## config.mk

```make
export PLATFORM = sky130hd
export DESIGN_NAME = morse_tx
export DESIGN_NICKNAME = d
export VERILOG_FILES = /design/src/rtl/morse_pkg.sv /design/src/rtl/morse_unit_tick.sv /design/src/rtl/morse_tx.sv
export SDC_FILE = /design/constraint.sdc
export NUM_CORES = 1
export LEC_CHECK = 0
export CORE_ASPECT_RATIO = 1.75
export CORE_UTILIZATION = 45
export DETAILED_ROUTE_END_ITERATION = 6
export GPL_TIMING_DRIVEN = 1
export SYNTH_ARGS = -nofsm -noshare
export SYNTH_HDL_FRONTEND = slang
export SYNTH_SLANG_ARGS = --single-unit
```

## constraint.sdc

```tcl
create_clock -name ClockIn -period 2.8 [get_ports ClockIn]
set_input_delay 0.84 -clock ClockIn [delete_from_list [all_inputs] [get_ports ClockIn]]
set_output_delay 0.84 -clock ClockIn [all_outputs]
set_load 0.03 [all_outputs]
```

## src/rtl/morse_pkg.sv

```systemverilog
// Shared Morse definitions: FSM states, unit constants and the A..P letter table.
package morse_pkg;

   localparam int unsigned TBL_W  = 16;
   localparam int unsigned LEN_W  = 5;
   localparam int unsigned DOT_U  = 1;
   localparam int unsigned DASH_U = 3;
   localparam int unsigned IGAP_U = 1;

   typedef enum logic [1:0] {
      ST_IDLE = 2'd0,
      ST_SEND = 2'd1,
      ST_GAP  = 2'd2
   } state_t;

   typedef struct packed {
      logic [TBL_W-1:0] pat;
      logic [LEN_W-1:0] len;
   } morse_ent_t;

   // Expand n elements (dashes given MSB-first, 1 = dash) into a left-aligned key pattern.
   function automatic morse_ent_t morse_build(input int unsigned n, input logic [3:0] dashes);
      logic [TBL_W-1:0] p;
      logic [LEN_W-1:0] l;
      logic [3:0]       d;
      morse_ent_t       e;
      p = '0;
      l = '0;
      d = dashes;
      for (int unsigned i = 0; i < 4; i++) begin
         if (i < n) begin
            if (i != 0) begin
               p = p << IGAP_U;
               l = l + LEN_W'(IGAP_U);
            end
            if (d[3]) begin
               p = (p << DASH_U) | ((TBL_W'(1) << DASH_U) - TBL_W'(1));
               l = l + LEN_W'(DASH_U);
            end else begin
               p = (p << DOT_U) | ((TBL_W'(1) << DOT_U) - TBL_W'(1));
               l = l + LEN_W'(DOT_U);
            end
            d = d << 1;
         end
      end
      e.pat = p << (TBL_W - 32'(l));
      e.len = l;
      return e;
   endfunction

   // Codes past P have no pattern and report length 0.
   function automatic morse_ent_t morse_lookup(input int unsigned code);
      morse_ent_t e;
      e = '0;
      case (code)
         0:       e = morse_build(2, 4'b0100);  // A .-
         1:       e = morse_build(4, 4'b1000);  // B -...
         2:       e = morse_build(4, 4'b1010);  // C -.-.
         3:       e = morse_build(3, 4'b1000);  // D -..
         4:       e = morse_build(1, 4'b0000);  // E .
         5:       e = morse_build(4, 4'b0010);  // F ..-.
         6:       e = morse_build(3, 4'b1100);  // G --.
         7:       e = morse_build(4, 4'b0000);  // H ....
         8:       e = morse_build(2, 4'b0000);  // I ..
         9:       e = morse_build(4, 4'b0111);  // J .---
         10:      e = morse_build(3, 4'b1010);  // K -.-
         11:      e = morse_build(4, 4'b0100);  // L .-..
         12:      e = morse_build(2, 4'b1100);  // M --
         13:      e = morse_build(2, 4'b1000);  // N -.
         14:      e = morse_build(3, 4'b1110);  // O ---
         15:      e = morse_build(4, 4'b0110);  // P .--.
         default: e = '0;
      endcase
      return e;
   endfunction

endpackage

```

## src/rtl/morse_unit_tick.sv

```systemverilog
// Unit-rate divider: counts CLK_DIV-1 down to 0, pulses tick at 0 and wraps.
module morse_unit_tick #(
   parameter int unsigned CLK_DIV = 250
) (
   input  logic ClockIn,
   input  logic Resetn,
   input  logic reload,
   output logic tick
);

   localparam int unsigned CNT_W = (CLK_DIV > 2) ? $clog2(CLK_DIV) : 1;
   localparam logic [CNT_W-1:0] CNT_TOP = CNT_W'(CLK_DIV - 1);

   logic [CNT_W-1:0] cnt_q;

   always_ff @(posedge ClockIn or negedge Resetn) begin
      if (!Resetn) begin
         cnt_q <= '0;
      end else if (reload || (cnt_q == '0)) begin
         cnt_q <= CNT_TOP;
      end else begin
         cnt_q <= cnt_q - CNT_W'(1);
      end
   end

   assign tick = (cnt_q == '0);

endmodule

```

## src/rtl/morse_tx.sv

```systemverilog
// Morse letter transmitter: keys a latched letter's pattern, then an inter-letter gap.
// PAT_W must be at least the 16-bit table width.
module morse_tx
   import morse_pkg::*;
#(
   parameter int unsigned CLK_DIV = 250,
   parameter int unsigned SYM_W   = 4,
   parameter int unsigned PAT_W   = 16,
   parameter int unsigned GAP_U   = 3
) (
   input  logic             ClockIn,
   input  logic             Resetn,
   input  logic             Start,
   input  logic [SYM_W-1:0] Letter,
   input  logic             Repeat,
   input  logic             Stop,
   output logic             DotDashOut,
   output logic             Busy,
   output logic             Done
);

   localparam int unsigned IDX_W = $clog2(PAT_W + 1);
   localparam int unsigned GAP_W = $clog2(GAP_U + 1);

   state_t           state_q, state_nxt;
   logic [SYM_W-1:0] letter_q, letter_nxt, sel_c;
   logic [PAT_W-1:0] pat_q, pat_nxt, tbl_pat_c;
   logic [IDX_W-1:0] len_q, len_nxt, idx_q, idx_nxt, tbl_len_c;
   logic [GAP_W-1:0] gap_q, gap_nxt;
   logic             dot_nxt, busy_nxt, done_nxt;
   logic             load_c, reload_c, tick;
   morse_ent_t       ent_c;

   morse_unit_tick #(.CLK_DIV(CLK_DIV)) u_tick (
      .ClockIn (ClockIn),
      .Resetn  (Resetn),
      .reload  (reload_c),
      .tick    (tick)
   );

   // In IDLE the index is the letter being latched this cycle, so the first unit is not delayed.
   always_comb begin
      sel_c     = (state_q == ST_IDLE) ? Letter : letter_q;
      ent_c     = morse_lookup(32'(sel_c));
      tbl_pat_c = PAT_W'(ent_c.pat) << (PAT_W - TBL_W);
      tbl_len_c = IDX_W'(ent_c.len);
   end

   always_comb begin
      state_nxt  = state_q;
      letter_nxt = letter_q;
      pat_nxt    = pat_q;
      len_nxt    = len_q;
      idx_nxt    = idx_q;
      gap_nxt    = gap_q;
      dot_nxt    = DotDashOut;
      busy_nxt   = Busy;
      done_nxt   = 1'b0;
      load_c     = 1'b0;
      case (state_q)
         ST_IDLE: begin
            dot_nxt  = 1'b0;
            busy_nxt = 1'b0;
            if (Start) begin
               letter_nxt = Letter;
               busy_nxt   = 1'b1;
               load_c     = 1'b1;
            end
         end
         ST_SEND: begin
            if (Stop) begin
               state_nxt = ST_IDLE;
               dot_nxt   = 1'b0;
               busy_nxt  = 1'b0;
            end else if (tick) begin
               if (idx_q == len_q - IDX_W'(1)) begin
                  state_nxt = ST_GAP;
                  dot_nxt   = 1'b0;
                  gap_nxt   = '0;
               end else begin
                  idx_nxt = idx_q + IDX_W'(1);
                  dot_nxt = pat_q[PAT_W-1];
                  pat_nxt = pat_q << 1;
               end
            end
         end
         ST_GAP: begin
            if (Stop) begin
               state_nxt = ST_IDLE;
               dot_nxt   = 1'b0;
               busy_nxt  = 1'b0;
            end else if (tick) begin
               if (gap_q == GAP_W'(GAP_U - 1)) begin
                  done_nxt = 1'b1;
                  if (Repeat) begin
                     load_c = 1'b1;
                  end else begin
                     state_nxt = ST_IDLE;
                     busy_nxt  = 1'b0;
                  end
               end else begin
                  gap_nxt = gap_q + GAP_W'(1);
               end
            end
         end
         default: begin
            state_nxt = ST_IDLE;
            dot_nxt   = 1'b0;
            busy_nxt  = 1'b0;
         end
      endcase
      // Start of a letter (fresh or repeated); an empty letter goes straight to the gap.
      if (load_c) begin
         len_nxt = tbl_len_c;
         idx_nxt = '0;
         gap_nxt = '0;
         pat_nxt = tbl_pat_c << 1;
         if (tbl_len_c == '0) begin
            state_nxt = ST_GAP;
            dot_nxt   = 1'b0;
         end else begin
            state_nxt = ST_SEND;
            dot_nxt   = tbl_pat_c[PAT_W-1];
         end
      end
   end

   assign reload_c = (state_nxt != state_q) || load_c;

   always_ff @(posedge ClockIn or negedge Resetn) begin
      if (!Resetn) begin
         state_q    <= ST_IDLE;
         letter_q   <= '0;
         pat_q      <= '0;
         len_q      <= '0;
         idx_q      <= '0;
         gap_q      <= '0;
         DotDashOut <= 1'b0;
         Busy       <= 1'b0;
         Done       <= 1'b0;
      end else begin
         state_q    <= state_nxt;
         letter_q   <= letter_nxt;
         pat_q      <= pat_nxt;
         len_q      <= len_nxt;
         idx_q      <= idx_nxt;
         gap_q      <= gap_nxt;
         DotDashOut <= dot_nxt;
         Busy       <= busy_nxt;
         Done       <= done_nxt;
      end
   end

endmodule
```

---- After elaboration in Yosys (flattened, before gate mapping) ----
Memories as Yosys holds them, arrays and structs flattened.
Cells that the tools add are included.
word-level totals
  bits in registers ....................... 45
  bits in read-only memories .............. 240
  input bits .............................. 9
  output and inout bits ................... 3
  word-level logic and storage cells ...... 99
  memories ................................ 1
cells by class
  $add $sub $neg .......................... 4
  eq/ne operators ......................... 19
  muxes and demuxes ....................... 52
  reduce and logical (&&, ||, !) cells .... 13
memories
  memory           words  width  rd ports  clocked after Yosys merged registers in  write ports  RTL line         source
  (no name shown)  16     15     1         0                                        0            morse_pkg.sv:55  case (code)
operators with widths
  cell                                               number
  two-way mux 16 bit                                 5
  two-way mux 2 bit                                  16
  inequality test 3 bit (second input constant)      10
  two-way mux 5 bit                                  5
  two-way mux 1 bit                                  19
  logical NOT 8 bit                                  1
  two-way mux 8 bit                                  1
  AND reduction 4 bit                                2
  subtractor 8 x 1 -> 8 bit (second input constant)  1
  AND reduction 7 bit                                1
  case mux 2 bit (3 select lines)                    1
  adder 5 x 1 -> 5 bit (second input constant)       1
  equality test 5 bit                                1
  logical NOT 5 bit                                  1
  subtractor 5 x 1 -> 5 bit (second input constant)  1
  equality test 2 bit (second input constant)        2
  two-way mux 4 bit                                  1
  inequality test 2 bit (second input constant)      2
  inequality test 4 bit (second input constant)      1
  case mux 1 bit (2 select lines)                    2
  case mux 2 bit (2 select lines)                    1
  AND reduction 2 bit                                2
  nonzero test 2 bit                                 2
  case mux 1 bit (3 select lines)                    1
  7 further kinds                                    8

---- Longest topological paths before layout ----
Gate-level depths: netlist (run 1).
  depth after elaboration ................. 11
  depth in mapped cells ................... 8
  mapped depth without buffers ............ 8

---- Hierarchy ----
From an unflattened synthesis (run 1), not the netlist that was laid out.
unflattened totals
  cells, all modules ...................... 267
  area total of the unflattened synthesis .. 2,546.2 µm²
by module, submodules not included
  module           instances  cells an instance  area an instance (µm²)  seq. area each (µm²)
  morse_tx         1          223                2,102.0                 800.8
  morse_unit_tick  1          44                 444.2                   200.2

---- Worst setup path before layout (run 1) ----
No wires, ideal clock.
  kind .................................... input port to flip-flop
  start ................................... input Stop
  end ..................................... register pat_q[7]
  library setup time ...................... 0.133 ns
  arrival ................................. 2.226 ns
  required time ........................... 2.667 ns
  slack ................................... 0.441 ns
  cell stages on the path ................. 5
  buffers on the path ..................... 1
  cell sequence ........................... or3b_2 or3_2 nor2_1 buf_2 a221oi_1
between the ends
  word-level cells in the longest chain between the ends .. 4
ends and longest elaborated chain
  item                                                                  RTL line         source
  start: declaration                                                    morse_tx.sv:16   input logic Stop,
  two-way mux 1 bit                                                     morse_tx.sv:88   if (Stop) begin
  case mux 1 bit (2 select lines)                                       morse_tx.sv:60   case (state_q)
  inequality test 2 bit (no source line), or another cell as far along  n/a
  AND reduction 4 bit (no source line)                                  n/a
  end signal: assignment                                                morse_tx.sv:144  pat_q <= pat_nxt;
  end: declaration                                                      morse_tx.sv:27   logic [PAT_W-1:0] pat_q, pat_nxt, tbl_pat_c;
Parallel ways exist; a longest one is shown, timed or not.
A chain may end at the register's enable or synchronous reset.

---- Worst setup path in the final report (run 1) ----
  start ................................... input Stop
  end ..................................... register len_q[1]
between the ends
  word-level cells in the longest chain between the ends .. 2
ends and longest elaborated chain
  item                             RTL line         source
  two-way mux 1 bit                morse_tx.sv:88
  case mux 1 bit (2 select lines)  morse_tx.sv:60
  end signal: assignment           morse_tx.sv:145  len_q <= len_nxt;
  end: declaration                 morse_tx.sv:28   logic [IDX_W-1:0] len_q, len_nxt, idx_q, idx_nxt, tbl_len_c;
Every way passes these cells.

==> summary.txt, run 1 <==
status: finished, final reports clean
Sw Share: 31.8%
final setup fails: 0
Post-synth ARST share: 100%
Synth top area share: 42.1%
clock sinks: 40
drc violations: 0
I/O pin total: 12
leakage: 1.28 nW
skew final: 5.37 ps
Sw Pwr: 0.611 mW
total power: 1.92 mW
share of cells above drive strength 1: 22.4%
Pint: 1.31 mW
Fillers: 467
Top FF cell, synth: dfrtp_1
final core occ: 57.8%
die width: 56.9 um
CP max FO: 7
post-synthesis compound-gate area fraction: 19.1%
minimum clock period: 2530 ps
port bufs: 11
global-route wire length before repair: 9430 um
number of synthesized register bits: 40
cell taking the most area after synthesis: dfrtp_1
Tcrit/Tclk final: 90.3%
gr ovfl total: 0
slew margin rel.: 40.8%
fmax: 0.396 GHz
xor and xnor area share after synthesis: 4.42%
Cell Rows: 34
Final nets: 308
Detailed Routing Iterations Pass 1: 4
mux cell area share after synthesis: 4.53%
Die Span Y: 98.2 um
WP data required: 3010 ps
Clock Pin Slew Worst Setup and Hold Paths: 80 ps
Post-CTS Setup Bufs: 0
Mapped Area: 2380 um^2
synth warn: 0
RSZ-0062 raised after global routing: no
Reg area: 1000 um^2
max-slew violations: 0
worst skew pair latency: 300 ps
CTS resizes: 0
core area: 5020 um^2
clock share of power: 27.1%
design area: 2900 um^2
worst-margin pin slew: 888 ps
Post-synth EDFFs: 0
simple-gate portion of the synthesized area: 21.0%
Synth Area in Adders: 5.26%
via count: 1990
critical path launch point type: input port
vias in the first global route: 2018
Starting Density: 47.4%
Largest stage delay, worst path: 490 ps
CP Cell Sequence: clkdlybuf4s50_1 -> or3b_2 -> nor2_1 -> a21oi_1 -> buf_4 -> a211o_1 -> o21ai_0
pin count of the biggest net entering global routing: 41
gr usage total: 22.0%
CP arrival: 2740 ps
Setup TNS Final: 0 ps
placed cells: 336
Post-Route WL: 5470 um
Max clock buf depth: 2
number of CTS-inserted buffers: 5
antenna viol nets, final: 0
Seq/Total Area, Yosys: 42.1%
Synth Instances: 244
iteration-0 DRC count of the detailed router: 65
post-place setup slack: -36.2 ps
final worst-path setup slack: 272 ps
Wirelength per Cell: 15.9 um
Mapped Nets: 263
Yosys cell types: 55
sequential share of power: 41.2%
Hold Crit Class: flip-flop to flip-flop
CTS root buf: clkbuf_8
largest family of logic cells by synthesized area: simple AND/OR/NAND/NOR gates
H-tree levels: 2
synth top area cells: dfrtp_1 42%, ha_1 5.3%, a221o_1 3.8%
Final GP Congestion: 0.818
Worst path slowest cell: or3b_2
TritonCTS clock tree: done
full die area: 5590 um^2
VDD IR-drop max: 0.327 mV
instance area at placement: 2780 um^2
Worst Setup Path Type: input port to flip-flop
post-detail-place hpwl: 4220 um
fin cells: 344
final hold viol count: 0
vias per inst: 5.78
power per cell area: 662 nW/um^2
diode count: 0
Mean Syn Cell Area: 9.74 um^2
share of power burned in combinational logic: 31.7%
# hold bufs at CTS: 0
worst hold slack: 481 ps
total of max-cap violations: 0
area of the multi-input gates: 1290 um^2
Synth-to-Final Area Change: 22.1%
Setup crit end kind: flip-flop
initial antenna violation count: 0
-- critical path, delay by kind of cell --
kind,cells,cell delay [ps]
AO/OA/AOI/OAI,3,590
buffers and inverters,2,660
AND/OR/NAND/NOR,2,660
-- power groups by stage --
stage	Combinational, mW	Sequential, mW	Clock [mW]
floorplan	0.384	0.778	0
global placement	0.608	0.800	0
detailed placement	0.610	0.802	0
CTS	0.615	0.791	0.534
global route	0.682	0.808	0.561
finish	0.610	0.791	0.521
-- cell families (layout without fill, tap and decap cells) --
group	count (synthesis)	count (layout)
compound gates	65	65
mux	10	10
simple gates	87	87
fa+ha+maj	10	10
buf+inv	20	66
flops	40	40
xor+xnor	12	12
-- cells in the final DEF, fill, tap and decap left out, drive strengths merged, types with 5 or more instances in the layout --
cell type	count
a21oi	15
a221o	9
buf	37
clkbuf	7
clkdlybuf4s50	10
dfrtp	40
ha	10
inv	11
mux2	6
nand2	22
nand3	5
nor2	15
nor3	5
o21ai	13
or3	6
or3b	5
xnor2	10
-- synth_stat cells (all sizes together), types with 3 or more instances --
library cell and n:
dfrtp 40, nand2 22, a21oi 15, nor2 15
o21ai 13, inv 11, ha 10, xnor2 10
a221o 9, clkbuf 6, mux2 6, or3 6
nand3 5, nor3 5, or3b 5, a21o 4
and2 4, mux2i 4, nor2b 4, buf 3
nor3b 3, nor4 3, o211ai 3, or4 3
-- path summary, 6_finish.rpt --
check,from,end,slack [ps],cells past startpoint
max in group asynchronous,Resetn,pat_q[12],1580,1
min,Busy,Busy,480,1
min in group asynchronous,Resetn,gap_q[0],660,1
min reg2reg,Busy,Busy,480,1
max reg2reg,u_tick.cnt_q[0],len_q[1],410,8
max,Stop,len_q[1],270,7
-- sequential cells by signal, summed over array words and instances, names as in the netlist --
signal,cells
pat_q,12
u_tick.cnt_q,8
idx_q,5
len_q,4
letter_q,4
gap_q,2
state_q,2
Busy,1
Done,1
DotDashOut,1
-- metal layers --
| metal | global-route usage [%] | wire length, um |
|---|---|---|
| met5 | 0 | 0 |
| met1 | 24.3 | 2150 |
| met4 | 8.26 | 106 |
| met3 | 2.78 | 68 |
| met2 | 41.4 | 3140 |
-- cell type report --
type                            count  area share (%)
Tap cell                           54            2.33
Multi-Input combinational cell    184            44.5
Clock buffer                        7            3.32
Sequential cell                    40            34.5
Inverter                           11            1.42
Clock inverter                      1            1.03
Timing Repair Buffer               47            12.9
Power figures use the tool's default switching activity.
==> inputs of run 2 (changes only) <==
- CAP_MARGIN: unset -> 20
- CORE_ASPECT_RATIO: 1.75 -> 1.1
- CTS_CLUSTER_DIAMETER: unset -> 40
==> run 2 against run 1 <==
  * The run now ends with design-rule violations left
  * Total power grew 0.30%
  * Wire length is 6.8% lower
  * Sequential share of layout area grew 0.27 points
  * Critical path type unchanged
==> summary.txt, run 2 (synthesis gave the netlist of run 1 again) <==
share of cells above drive strength 1: 21.1%
most flop-heavy register: pat_q
Cell Rows: 27
total of max-cap violations: 0
VDD IR-drop max: 0.314 mV
gr ovfl total: 0
status: complete, but fails checks
diode count: 0
skew final: 7.79 ps
WP data required: 2980 ps
global-route wire length before repair: 9110 um
Final GP Congestion: 0.895
slew margin rel.: 40.8%
CP max FO: 5
Max clock buf depth: 2
Post-CTS Setup Bufs: 0
Synth-to-Final Area Change: 21.2%
Wirelength per Cell: 14.9 um
R2R Path Start: u_tick.cnt_q[0]
final setup fails: 0
worst hold slack: 478 ps
vias in the first global route: 1993
drc violations: 1
H-tree levels: 2
Worst Setup Path Type: input port to flip-flop
leading cell type in the layout, fill and taps excluded: dfrtp_1
Fillers: 446
R2R depth: 7
die width: 71.3 um
antenna viol nets, final: 0
most frequent cells in the layout: 40 x dfrtp_1, 32 x buf_4, 22 x nand2_1
CP arrival: 2740 ps
TritonCTS clock tree: done
worst hold endpoint: Busy
R2R setup slack: 440 ps
RSZ-0062 raised after global routing: no
Top Registers: pat_q (12), u_tick.cnt_q (8), idx_q (5)
Final nets: 304
final hold viol count: 0
port bufs: 11
worst skew pair latency: 290 ps
Post-Route WL: 5100 um
critical path launch point type: input port
initial antenna violation count: 0
clock sinks: 40
full die area: 5580 um^2
post-detail-place hpwl: 3840 um
Hold Path Depth: 1
iteration-0 DRC count of the detailed router: 71
Setup TNS Final: 0 ps
fmax: 0.391 GHz
number of CTS-inserted buffers: 5
# hold bufs at CTS: 0
Worst Hold Launch: Busy
Clock Pin Slew Worst Setup and Hold Paths: 80 ps
worst-margin pin slew: 888 ps
Hold Crit Class: flip-flop to flip-flop
failing checks: design-rule violations
minimum clock period: 2560 ps
Detailed Routing Iterations Pass 1: 6
r2r endpoint: gap_q[1]
leakage: 1.26 nW
I/O pin total: 12
power per cell area: 669 nW/um^2
gr usage total: 20.8%
CTS root buf: clkbuf_8
Largest register FFs: 12
max-slew violations: 0
Starting Density: 47.2%
Tcrit/Tclk final: 91.4%
Die Span Y: 78.2 um
via count: 1950
CTS resizes: 0
pin count of the biggest net entering global routing: 41
vias per inst: 5.69
Setup crit end kind: flip-flop
core area: 5030 um^2
==> run 2: changes by cell type in the layout (fill, tap and decap cells not counted), sizes merged <==
cell	previous run	this run
clkbuf	7	5
buf	37	33
bufinv	1	2
==> run 2: layer usage <==
layer	vias to the layer above	GRT usage (%)	routed length, um
met2	26	35.2	2420
met3	12	3.34	116
li1	977	-	-
met5	-	0	0
met4	0	7.60	106
met1	935	26.6	2450
==> run 2: how the worst max path moves through the flow <==
stage          from       end  slack, ps  depth (start not counted)
2_1_floorplan  Stop  pat_q[7]        440                          5
3_3_place_gp   Stop  gap_q[1]        -50                          6
3_5_place_dp   Stop  gap_q[1]        -70                          6
4_1_cts        Stop  idx_q[4]        250                          5
5_1_grt        Stop  pat_q[8]         90                          7
6_report       Stop  gap_q[1]        240                          6
==> run 2: per-stage QoR <==
stage / cell area (um^2) / instances / setup slack [ps] / total power, mW / util (%)
after global placement: 2750 / 336 / -53.4 / 1.39 / 54.7
after global routing: 2880 / 343 / 85.6 / 2.06 / 57.2
after floorplan: 2380 / 244 / 441 / 1.16 / -
final: 2880 / 343 / 241 / 1.93 / 57.2
after detailed placement: 2750 / 336 / -68.9 / 1.39 / 54.7
after CTS: 2880 / 343 / 246 / 1.95 / 57.2
==> run 2: final cells by class <==
| class | instances | area [um^2] | share of cell area, % |
|---|---|---|---|
| multi-input combinational | 184 | 1290 | 44.8 |
| sequential | 40 | 1000 | 34.8 |
| timing repair buffer | 43 | 345 | 12.0 |
| tap | 58 | 72.6 | 2.52 |
| clock buffer | 5 | 68.8 | 2.39 |
| clock inverter | 2 | 60.1 | 2.09 |
| inverter | 11 | 41.3 | 1.43 |
==> run 2: power by group <==
group / internal, mW / switching (mW)
logic: 0.297 / 0.296
registers: 0.691 / 0.0988
clock network: 0.351 / 0.194
total: 1.34 / 0.588
==> run 2: critical path, cell delays in order <==
cell and delay, ps:
clkdlybuf4s50_1 450, or3b_2 490, buf_4 160, or3_4 340, and4_4 190, a211o_1 260
==> inputs of run 3 (changes only) <==
- CORE_UTILIZATION: 45 -> 30
- clock period: 2.8 -> 2.5 ns (I/O delays scaled with it)
==> run 3 against run 2 <==
  * The run now ends clean
  * Sequential power is 12% higher
  * Clock skew is 0.94 ps lower
  * Critical endpoint is now idx_q[4]
  * Flip-flop and latch count stayed put
  * Largest cell class unchanged
  * Largest power group unchanged
  * Combinational power is 18% higher
  * Critical path depth is 1 lower
==> summary.txt, run 3 (synthesis gave the netlist of run 1 again) <==
Largest stage delay, worst path: 530 ps
# hold bufs at CTS: 0
placed cells: 393
critical path launch point type: input port
minimum clock period: 2470 ps
core area: 7560 um^2
pin count of the biggest net entering global routing: 41
Pint: 1.32 mW
share of power burned in combinational logic: 35.1%
WP buf/inv: 1
vias per inst: 4.96
skew final: 6.85 ps
Post-CTS Setup Bufs: 0
worst skew pair latency: 290 ps
global-route wire length before repair: 9120 um
gr usage total: 14.1%
design area: 2980 um^2
Setup crit end kind: flip-flop
RSZ-0062 raised after global routing: yes
Max clock buf depth: 2
fmax: 0.405 GHz
total of max-cap violations: 0
iteration-0 DRC count of the detailed router: 134
most frequent cells in the layout: 42 x buf_4, 40 x dfrtp_1, 22 x nand2_1
CP Cell Sequence: clkdlybuf4s50_1 -> or3b_2 -> or3_2 -> o311ai_0 -> o31ai_1
I/O pin total: 12
Cell Rows: 33
Sw Share: 33.5%
Largest register FFs: 12
CP delay by family, top: simple AND/OR/NAND/NOR gates
clock sinks: 40
worst hold slack: 480 ps
Worst Setup Path Type: input port to flip-flop
post-detail-place hpwl: 4090 um
Detailed Routing Iterations Pass 1: 4
slew margin rel.: 58.0%
diode count: 0
status: finished, final reports clean
CP arrival: 2630 ps
clock share of power: 20.5%
leakage: 1.28 nW
CTS root buf: clkbuf_8
instance area at placement: 2890 um^2
final setup fails: 0
sequential share of power: 44.4%
CP max FO: 4
die width: 86.9 um
Top Registers: pat_q (12), u_tick.cnt_q (8), idx_q (5)
vias in the first global route: 1947
power per cell area: 668 nW/um^2
share of cells above drive strength 1: 24.7%
Die Span Y: 95.4 um
Hold Crit Class: flip-flop to flip-flop
VDD IR-drop max: 0.297 mV
Worst path slowest cell: or3b_2
drc violations: 0
Starting Density: 31.5%
initial antenna violation count: 0
fin cells: 400
worst-margin pin slew: 624 ps
final hold viol count: 0
full die area: 8280 um^2
port bufs: 11
max-slew violations: 0
Wirelength per Cell: 13.4 um
gr ovfl total: 0
Synth-to-Final Area Change: 25.3%
Clock Pin Slew Worst Setup and Hold Paths: 80 ps
antenna viol nets, final: 0
Tcrit/Tclk final: 98.7%
via count: 1985
leading cell type in the layout, fill and taps excluded: buf_4
Post-Route WL: 5370 um
H-tree levels: 2
most flop-heavy register: pat_q
number of CTS-inserted buffers: 5
Final GP Congestion: 0.802
TritonCTS clock tree: done
Final nets: 314
WP data required: 2660 ps
Sw Pwr: 0.666 mW
## run 3: cell count changes in the layout (fill, tap and decap cells not counted), sizes merged
cell,before,now
buf,33,43
clkinv,0,1
bufinv,2,0
clkbuf,5,6
## run 3: worst paths after layout
check	from	endpoint	slack, ps	depth (start not counted)
setup / recovery	Stop	idx_q[4]	30	5
hold / removal	u_tick.cnt_q[0]	u_tick.cnt_q[0]	480	1
setup reg to reg	u_tick.cnt_q[0]	gap_q[1]	150	7
hold reg to reg	u_tick.cnt_q[0]	u_tick.cnt_q[0]	480	1
max in group asynchronous	Resetn	len_q[1]	1630	2
min in group asynchronous	Resetn	Done	510	2
## run 3: layout make-up
class	instances	area, um^2
Clock buffer	6	72.6
Clock inverter	1	5.00
Fill cell	746	4580
Inverter	11	41.3
Multi-Input combinational cell	184	1310
Sequential cell	40	1000
Tap cell	105	131
Timing Repair Buffer	53	420
## run 3: worst register-to-register path: cells and delay by family, from the launching register on
family	cells	cell delay (ps)
AOI/OAI and AO/OA	1	260
adders and majority gates	1	140
buffers and inverters	1	90
DFF	1	410
and+or+nand+nor	4	1340
## run 3: repair_timing
item                                    4_1_cts  5_1_grt
endpoints found under the hold margin         0        0
endpoints found under the setup margin        0       13
gates resized for setup                       0        5
## run 3: per-layer routing
layer	vias up	track usage (%)	wire [um]	part of all wire (%)
li1	1002	-	-	-
met2	26	23.4	2450	46
met1	951	18.9	2760	51
met3	6	2.34	95	1.8
met4	0	4.31	68	1.3
met5	-	0	0	0
## run 3: power groups by stage
stage	combinational [mW]	clock, mW	sequential [mW]
2_1_floorplan	0.430	0	0.872
3_5_place_dp	0.697	0	0.893
4_1_cts	0.698	0.420	0.883
3_3_place_gp	0.683	0	0.894
6_report	0.699	0.408	0.883
5_1_grt	0.781	0.444	0.904
## run 3: metrics by stage
| step | setup TNS, ps | setup WS (ps) | utilization [%] | power, mW |
|---|---|---|---|---|
| 2_1_floorplan | 0 | 191 | - | 1.30 |
| 3_3_place_gp | -3530 | -240 | 38.2 | 1.58 |
| 3_5_place_dp | -4160 | -268 | 38.2 | 1.59 |
| 4_1_cts | 0 | 24.2 | 39.2 | 2.00 |
| 5_1_grt | -10.2 | -8.45 | 39.4 | 2.13 |
| 6_report | 0 | 32.1 | 39.4 | 1.99 |
